===== config.mk =====
export PLATFORM = sky130hd
export DESIGN_NAME = otter_io_timer_flat
export DESIGN_NICKNAME = d
export VERILOG_FILES = /design/src/rtl/otter_io_timer_if.sv /design/src/rtl/otter_io_timer.sv /design/src/flat_wrapper.sv
export SDC_FILE = /design/constraint.sdc
export NUM_CORES = 1
export LEC_CHECK = 0
export ABC_AREA = 0
export BUFFER_PORTS_ARGS = -buffer_cell sky130_fd_sc_hd__buf_4
export CAP_MARGIN = 25
export CORE_ASPECT_RATIO = 0.75
export CORE_MARGIN = 3
export CORE_UTILIZATION = 39
export DETAILED_ROUTE_END_ITERATION = 7
export GPL_ROUTABILITY_DRIVEN = 0
export GPL_TIMING_DRIVEN = 0
export SLEW_MARGIN = 10
export SYNTH_ARGS = -nofsm -noshare
export SYNTH_HDL_FRONTEND = slang
export SYNTH_SLANG_ARGS = --single-unit
export TNS_END_PERCENT = 100

===== constraint.sdc =====
create_clock -name CLK -period 3.25 [get_ports CLK]
set_input_delay 0.325 -clock CLK [delete_from_list [all_inputs] [get_ports CLK]]
set_output_delay 0.325 -clock CLK [all_outputs]
set_load 0.05 [all_outputs]

===== src/rtl/otter_io_timer_if.sv =====
// OTTER MCU I/O bus: address, write data, write strobe and read data.
// The master is the MCU; the slave is the peripheral responder.
interface otter_io_timer_if;
  logic [31:0] IOBUS_ADDR;
  logic [31:0] IOBUS_OUT;
  logic        IOBUS_WR;
  logic [31:0] IOBUS_IN;

  modport master (
    output IOBUS_ADDR,
    output IOBUS_OUT,
    output IOBUS_WR,
    input  IOBUS_IN
  );

  modport slave (
    input  IOBUS_ADDR,
    input  IOBUS_OUT,
    input  IOBUS_WR,
    output IOBUS_IN
  );
endinterface


===== src/rtl/otter_io_timer.sv =====
// OTTER I/O responder: switches, LED register and prescaled interrupt timer.
// Define OTTER_IO_SW_SYNC_EN to pass SW through a two-flop synchronizer.
module otter_io_timer #(
  parameter int unsigned PRESCALE  = 50,
  parameter int unsigned SW_WIDTH  = 16,
  parameter int unsigned LED_WIDTH = 16
) (
  input  logic                 CLK,
  input  logic                 RST_N,
  otter_io_timer_if.slave      bus,
  input  logic [SW_WIDTH-1:0]  SW,
  output logic [LED_WIDTH-1:0] LEDS,
  output logic                 INT
);

  localparam logic [31:0] A_SW   = 32'h1100_0000;
  localparam logic [31:0] A_LED  = 32'h1108_0000;
  localparam logic [31:0] A_CTRL = 32'h1110_0000;
  localparam logic [31:0] A_LOAD = 32'h1110_0004;
  localparam logic [31:0] A_CNT  = 32'h1110_0008;
  localparam logic [31:0] A_STAT = 32'h1110_000C;

  localparam logic [15:0] PSC_MAX = 16'(PRESCALE - 1);

  logic [2:0]  ctrl;
  logic [31:0] load;
  logic [31:0] count;
  logic [15:0] psc;
  logic        exp_q;

  logic [SW_WIDTH-1:0] sw_q;

`ifdef OTTER_IO_SW_SYNC_EN
  logic [SW_WIDTH-1:0] sw_m;

  always_ff @(posedge CLK or negedge RST_N) begin
    if (!RST_N) begin
      sw_m <= '0;
      sw_q <= '0;
    end else begin
      sw_m <= SW;
      sw_q <= sw_m;
    end
  end
`else
  assign sw_q = SW;
`endif

  logic sel_sw, sel_led, sel_ctrl;
  logic sel_load, sel_cnt, sel_stat;

  assign sel_sw   = bus.IOBUS_ADDR == A_SW;
  assign sel_led  = bus.IOBUS_ADDR == A_LED;
  assign sel_ctrl = bus.IOBUS_ADDR == A_CTRL;
  assign sel_load = bus.IOBUS_ADDR == A_LOAD;
  assign sel_cnt  = bus.IOBUS_ADDR == A_CNT;
  assign sel_stat = bus.IOBUS_ADDR == A_STAT;

  logic wr_led, wr_ctrl, wr_load, wr_stat;

  assign wr_led  = bus.IOBUS_WR & sel_led;
  assign wr_ctrl = bus.IOBUS_WR & sel_ctrl;
  assign wr_load = bus.IOBUS_WR & sel_load;
  assign wr_stat = bus.IOBUS_WR & sel_stat;

  logic tick, cnt_zero, expire;

  assign tick     = ctrl[0] & (psc == PSC_MAX);
  assign cnt_zero = count == 32'd0;
  assign expire   = tick & cnt_zero;

  always_ff @(posedge CLK or negedge RST_N) begin
    if (!RST_N) begin
      psc <= '0;
    end else if (wr_load || !ctrl[0] || tick) begin
      psc <= '0;
    end else begin
      psc <= psc + 16'd1;
    end
  end

  // A LOAD write overrides the tick's decrement or reload.
  always_ff @(posedge CLK or negedge RST_N) begin
    if (!RST_N) begin
      count <= '0;
      load  <= '0;
    end else if (wr_load) begin
      count <= bus.IOBUS_OUT;
      load  <= bus.IOBUS_OUT;
    end else if (tick) begin
      if (!cnt_zero) begin
        count <= count - 32'd1;
      end else if (ctrl[1]) begin
        count <= load;
      end
    end
  end

  always_ff @(posedge CLK or negedge RST_N) begin
    if (!RST_N) begin
      ctrl <= '0;
    end else if (wr_ctrl) begin
      ctrl <= bus.IOBUS_OUT[2:0];
    end else if (expire && !ctrl[1]) begin
      ctrl[0] <= 1'b0;
    end
  end

  // Expiry beats a simultaneous W1C.
  always_ff @(posedge CLK or negedge RST_N) begin
    if (!RST_N) begin
      exp_q <= 1'b0;
    end else if (expire) begin
      exp_q <= 1'b1;
    end else if (wr_stat && bus.IOBUS_OUT[0]) begin
      exp_q <= 1'b0;
    end
  end

  always_ff @(posedge CLK or negedge RST_N) begin
    if (!RST_N) begin
      LEDS <= '0;
    end else if (wr_led) begin
      LEDS <= bus.IOBUS_OUT[LED_WIDTH-1:0];
    end
  end

  assign INT = exp_q & ctrl[2];

  logic [31:0] rdata;

  always_comb begin
    rdata = '0;
    unique case (1'b1)
      sel_sw:   rdata = 32'(sw_q);
      sel_led:  rdata = 32'(LEDS);
      sel_ctrl: rdata = 32'(ctrl);
      sel_load: rdata = load;
      sel_cnt:  rdata = count;
      sel_stat: rdata = 32'(exp_q);
      default:  rdata = '0;
    endcase
  end

  assign bus.IOBUS_IN = rdata;

endmodule


===== src/flat_wrapper.sv =====
// flat-port wrapper written by rule: the top's interface ports become plain ports
module otter_io_timer_flat 
#(
  parameter int unsigned PRESCALE  = 50,
  parameter int unsigned SW_WIDTH  = 16,
  parameter int unsigned LED_WIDTH = 16
)
  (CLK, RST_N, SW, LEDS, INT, bus_IOBUS_ADDR, bus_IOBUS_OUT, bus_IOBUS_WR, bus_IOBUS_IN);
  otter_io_timer_if bus_i ();
  input  logic CLK;
  input  logic RST_N;
  input  logic [SW_WIDTH-1:0] SW;
  output logic [LED_WIDTH-1:0] LEDS;
  output logic INT;
  input wire logic [$bits(bus_i.IOBUS_ADDR)-1:0] bus_IOBUS_ADDR;
  input wire logic [$bits(bus_i.IOBUS_OUT)-1:0] bus_IOBUS_OUT;
  input wire logic [$bits(bus_i.IOBUS_WR)-1:0] bus_IOBUS_WR;
  output wire logic [$bits(bus_i.IOBUS_IN)-1:0] bus_IOBUS_IN;
  assign bus_i.IOBUS_ADDR = bus_IOBUS_ADDR;
  assign bus_i.IOBUS_OUT = bus_IOBUS_OUT;
  assign bus_i.IOBUS_WR = bus_IOBUS_WR;
  assign bus_IOBUS_IN = bus_i.IOBUS_IN;
  otter_io_timer #(.PRESCALE(PRESCALE), .SW_WIDTH(SW_WIDTH), .LED_WIDTH(LED_WIDTH)) u_core (.CLK(CLK), .RST_N(RST_N), .bus(bus_i), .SW(SW), .LEDS(LEDS), .INT(INT));
endmodule

* Yosys cells after proc, flatten, opt, wreduce, memory -nomap -nowiden
Index checks and enable logic that the tools add are counted.
** Cells by class
- Add/subtract/negate cells :: 2
- Multiply operators :: 0
- Div/mod/pow operators :: 0
- $lt $le $gt $ge :: 0
- Equal/unequal tests :: 8
- Shifts and indexed selects :: 0
- Multiplexer cells :: 10
- Bitwise logic cells :: 7
- Reductions and logical operators :: 11
** Operator list (count)
- equality test 32 x 29 -> 1 bit (second input constant) :: 6
- case mux 32 bit (6 select lines) :: 1
- two-way mux 32 bit :: 4
- zero test 32 bit :: 1
- subtractor 32 x 1 -> 32 bit (second input constant) :: 1
- adder 16 x 1 -> 16 bit (second input constant) :: 1
- equality test 16 x 6 -> 1 bit (second input constant) :: 1
- two-way mux 16 bit :: 1
- bitwise AND 1 bit :: 7
- nonzero test 2 bit :: 3
- two-way mux 1 bit :: 4
- != test 3 x 1 -> 1 bit (second input constant) :: 1
- logical AND 1 bit :: 2
- zero test 1 bit :: 2
- logical OR 1 bit :: 2
- AND reduction 2 bit :: 1
** Storage, ports and cells
- Register bits after elaboration :: 100
- Bits in latches :: 0
- Memory bits (writable) :: 0
- ROM bits :: 0
- Input bits :: 83
- Output and inout bits :: 49
- Word-level logic and storage cells :: 45
- Memories :: 0

* Depth between registers and ports, before layout
- Depth in word-level cells :: 6
- Depth in mapped cells :: 11
- Depth with buffers taken out :: 8

* Worst setup path before layout
OpenSTA, ideal clock, no wires.
- Path kind :: flip-flop to flip-flop
- Start point :: reg u_core.count[27]
- End point :: reg u_core.count[12]
- Setup time :: 0.126 ns
- Arrival time :: 2.504 ns
- Required time :: 3.124 ns
- Setup slack :: 0.620 ns
- Stages on the path, launching flop included :: 10
- Buffers on the path :: 3
- Period minus slack after synthesis :: 2.630 ns
- Cell sequence :: dfrtp_1 or4_4 or2_1 buf_6 or4_4 buf_6 buf_6 or3_1 a21oi_1 nor3_1
** On the way
- Longest elaborated chain between the ends :: 4
- Elaborated cells between the ends (all ways) :: 6
- Classes of those cells :: eq/ne (1); mux (3); reduce/logical (2)
** Ends and longest elaborated chain
- from (decl) :: line otter_io_timer.sv:27 : logic [31:0] count;
- from (signal assigned) :: line otter_io_timer.sv:88 : count <= bus.IOBUS_OUT;
- from (signal assigned) :: line otter_io_timer.sv:92 : count <= count - 32'd1;
- from (signal assigned) :: line otter_io_timer.sv:94 : count <= load;
- zero test 32 bit * :: line otter_io_timer.sv:69 : assign cnt_zero = count == 32'd0;
- two-way mux 32 bit :: line otter_io_timer.sv:91 : if (!cnt_zero) begin
- two-way mux 32 bit :: line otter_io_timer.sv:90 : end else if (tick) begin
- two-way mux 32 bit :: line otter_io_timer.sv:87 : end else if (wr_load) begin
Every way passes the cells marked *; elsewhere a longest branch is shown, timed or not. The select of a mux whose other input is x is not followed.
A chain may end at the register's enable or synchronous reset.

* Final worst setup path
- Start point :: reg u_core.count[0]
- End point :: reg u_core.count[28]
** On the way
- Longest elaborated chain between the ends :: 4
- Elaborated cells between the ends (all ways) :: 7
- Classes of those cells :: add/sub (1); eq/ne (1); mux (3); reduce/logical (2)
** Ends and longest elaborated chain (line)
- subtractor 32 x 1 -> 32 bit or zero test 32 bit (tied branches) :: otter_io_timer.sv:92, otter_io_timer.sv:69
- two-way mux 32 bit :: otter_io_timer.sv:91
- two-way mux 32 bit :: otter_io_timer.sv:90
- two-way mux 32 bit :: otter_io_timer.sv:87
Several ways; a longest one is shown, not always the timed one. The select of a mux whose other input is x is not followed.

==> results.cfg <==
[sta]
maxSlewViolCount = 0
slew_headroom = 0.3666
fmax_ghz = 0.3156
worstMarginPinSlew_ns = 0.9501
rsz0062_at_grt = no
fin_crit_ns = 3.169
setup_violations = 0
fin_crit_sh = 0.9750
finalHoldViolCount = 0
fin_skew_ns = 0.008148
fin_hold_ws_ns = 0.08959

[routing]
drtIter0Drc = 613
drt-met1-wl_um = 9378
wl_met3_um = 2139
first_pass_iters = 5
routed.top_layer = met4
drc = 0
antenna_left = 0
viasPerCell = 5.904
wl_met2_um = 9211
wl_um = 21010
via_count = 6069
wl_per_cell_um = 20.44

[floorplan]
io_pins = 132
design.core.area_mm2 = 0.01469
fp.dieW_um = 148.6
initial_core_util = 0.4049
die_h_um = 113.0
rows = 38
dieArea_mm2 = 0.01678

[worst_setup_path]
start_kind = register
worstPathRequired_ns = 3.49
worstPathMaxFanout = 6
cp.arrival_ns = 3.41
critPathCaptureType = register
critical_path_class = register to register

[clock_tree]
cts-root-buf = clkbuf_16
clk_latency_ns = 0.36
cts_tree = done
clkSinkCount = 100
cts_max_level = 3
clock_path_buffers = 2
numCtsBuffers = 9
hold_buffers = 0
clk_pin_slew_ns = 0.07

[min_path]
hp-class = input port to async pin

[place]
place_hpwl_um = 15530
portBuffers = 128

[synthesis]
synth_flop_cell = dfrtp_1
syn_area_per_cell_um2 = 8.709
syn-num-nets = 770
synth_edf_count = 0
synth_seq_cells = 100
ys_types = 55
synth_area_mm2 = 0.005948
synth_cells = 683
async_flop_share = 1.000
ys_warn_count = 0
yosysSeqAreaShare = 0.4207

[finish]
syn2layout_area_growth_pct = 26.34
final_cell_mix = buf_4, nand2_1, dfrtp_1
antennaDiodeCount = 0
postLayoutCoreUtil = 0.5115
final_net_count = 910
drive_above_1_share = 0.2271
layout_commonest_cell = buf_4

[global_routing]
grt_pass1_wl_um = 32290
antenna_found_initial = 0
gr-usage-all-layers = 0.2462
gr-total-overflow = 0
grt_max_degree = 101
grt_pass1_vias = 5889

[pwr]
ir_drop_v = 0.0002550
p_per_area_mw_per_mm2 = 335.2
total_power_mw = 2.519
leakage_nw = 3.355

[run]
maxCapViolCount = 0

[outcome]
status = complete, no violations
==> cells in the mapped netlist (4+ instances only) <==
master / n / share of area
or4_1: 9 / 0.011
mux2_2: 19 / 0.036
nor4b_1: 4 / 0.0059
o22ai_1: 18 / 0.019
ha_1: 4 / 0.0084
mux2i_1: 20 / 0.034
buf_6: 4 / 0.0076
and2_1: 4 / 0.0042
o211ai_1: 5 / 0.0063
nor4_1: 23 / 0.024
xor2_1: 16 / 0.024
xnor2_1: 9 / 0.013
a22o_1: 16 / 0.024
nor2b_1: 6 / 0.0063
dfrtp_1: 100 / 0.42
a31oi_1: 9 / 0.0095
nand2_1: 118 / 0.074
nand3_1: 16 / 0.013
or3_1: 13 / 0.014
o21ai_1: 8 / 0.0067
nor2_1: 53 / 0.033
clkbuf_1: 36 / 0.023
a21oi_1: 32 / 0.027
nor3_1: 21 / 0.018
or2_2: 4 / 0.0042
a221oi_1: 5 / 0.0074
and3_1: 5 / 0.0053
a22oi_1: 17 / 0.021
inv_1: 8 / 0.0050
o21ai_0: 27 / 0.023
nand4_1: 11 / 0.012
==> critical path, cell delays in order, from the launching register on <==
cell and delay (ns):
dfrtp_1 0.46, inv_1 0.12, ha_1 0.14, nor4b_1 0.62, nand4_1 0.25, nor4_1 0.78
a21oi_1 0.31, a211oi_1 0.29, nor2_1 0.09
==> final timing paths <==
kind	startpoint	to	slack [ns]	cells after the start
min in group CLK	bus_IOBUS_OUT[20]	u_core.load[20]$_DFFE_PN0P_	0.16	3
hold / removal	RST_N	u_core.LEDS[7]$_DFFE_PN0P_	0.09	1
setup reg to reg	u_core.count[0]$_DFFE_PN0P_	u_core.count[28]$_DFFE_PN0P_	0.08	8
hold reg to reg	u_core.load[9]$_DFFE_PN0P_	u_core.load[9]$_DFFE_PN0P_	0.51	2
max in group asynchronous	RST_N	u_core.count[22]$_DFFE_PN0P_	2.53	1
setup / recovery	u_core.count[0]$_DFFE_PN0P_	u_core.count[28]$_DFFE_PN0P_	0.08	8
==> sequential cells by signal (all words and copies together) (netlist names) <==
register / cells
u_core.exp_q: 1
u_core.ctrl: 3
u_core.psc: 16
u_core.load: 32
u_core.count: 32
u_core.LEDS: 16
==> final cells by class <==
| class | instances | area (um^2) |
|---|---|---|
| Clock buffer | 12 | 256.5 |
| Timing Repair Buffer | 129 | 975.9 |
| Clock inverter | 4 | 47.55 |
| Buffer | 45 | 206.4 |
| Sequential cell | 100 | 2502 |
| Tap cell | 200 | 250.2 |
| Inverter | 8 | 30.03 |
| Fill cell | 1405 | 7177 |
| Multi-Input combinational cell | 530 | 3246 |
==> per-layer routing <==
metal  global-route usage  vias up
met2               0.3641      324
li1                     -     2791
met5                    0        -
met3              0.06886       31
met4              0.06092        0
met1               0.3581     2923
==> power by group <==
group	internal, mW	switching [mW]
logic	0.0761	0.0726
clock network	0.637	0.489
registers	1.24	0.0000000138
total	1.96	0.562
==> what timing repair did <==
action | in CTS | in global routing
setup buffers | 0 | 0
resized for setup | 4 | 6
endpoints found under the setup margin | 19 | 34
==> cell families after synthesis <==
group / synth area share
buffers and inverters: 0.03891
muxes: 0.06963
DFF: 0.4207
and+or+nand+nor: 0.2436
AOI/OAI and AO/OA: 0.1820
adders and majority gates: 0.008414
xor gates and xnor gates: 0.03681
==> stage by stage <==
stage	TNS (ns)	cell area, um^2	instances	worst slack [ns]
after global placement	-4.232	7159	1011	-0.1916
after CTS	0	7491	1028	0.1137
after detailed placement	-4.511	7181	1012	-0.2139
final	0	7515	1028	0.08136
after floorplan	0	5948	683	0.6202
after global routing	0	7515	1028	0.04624
Power figures use the tool's default switching activity.
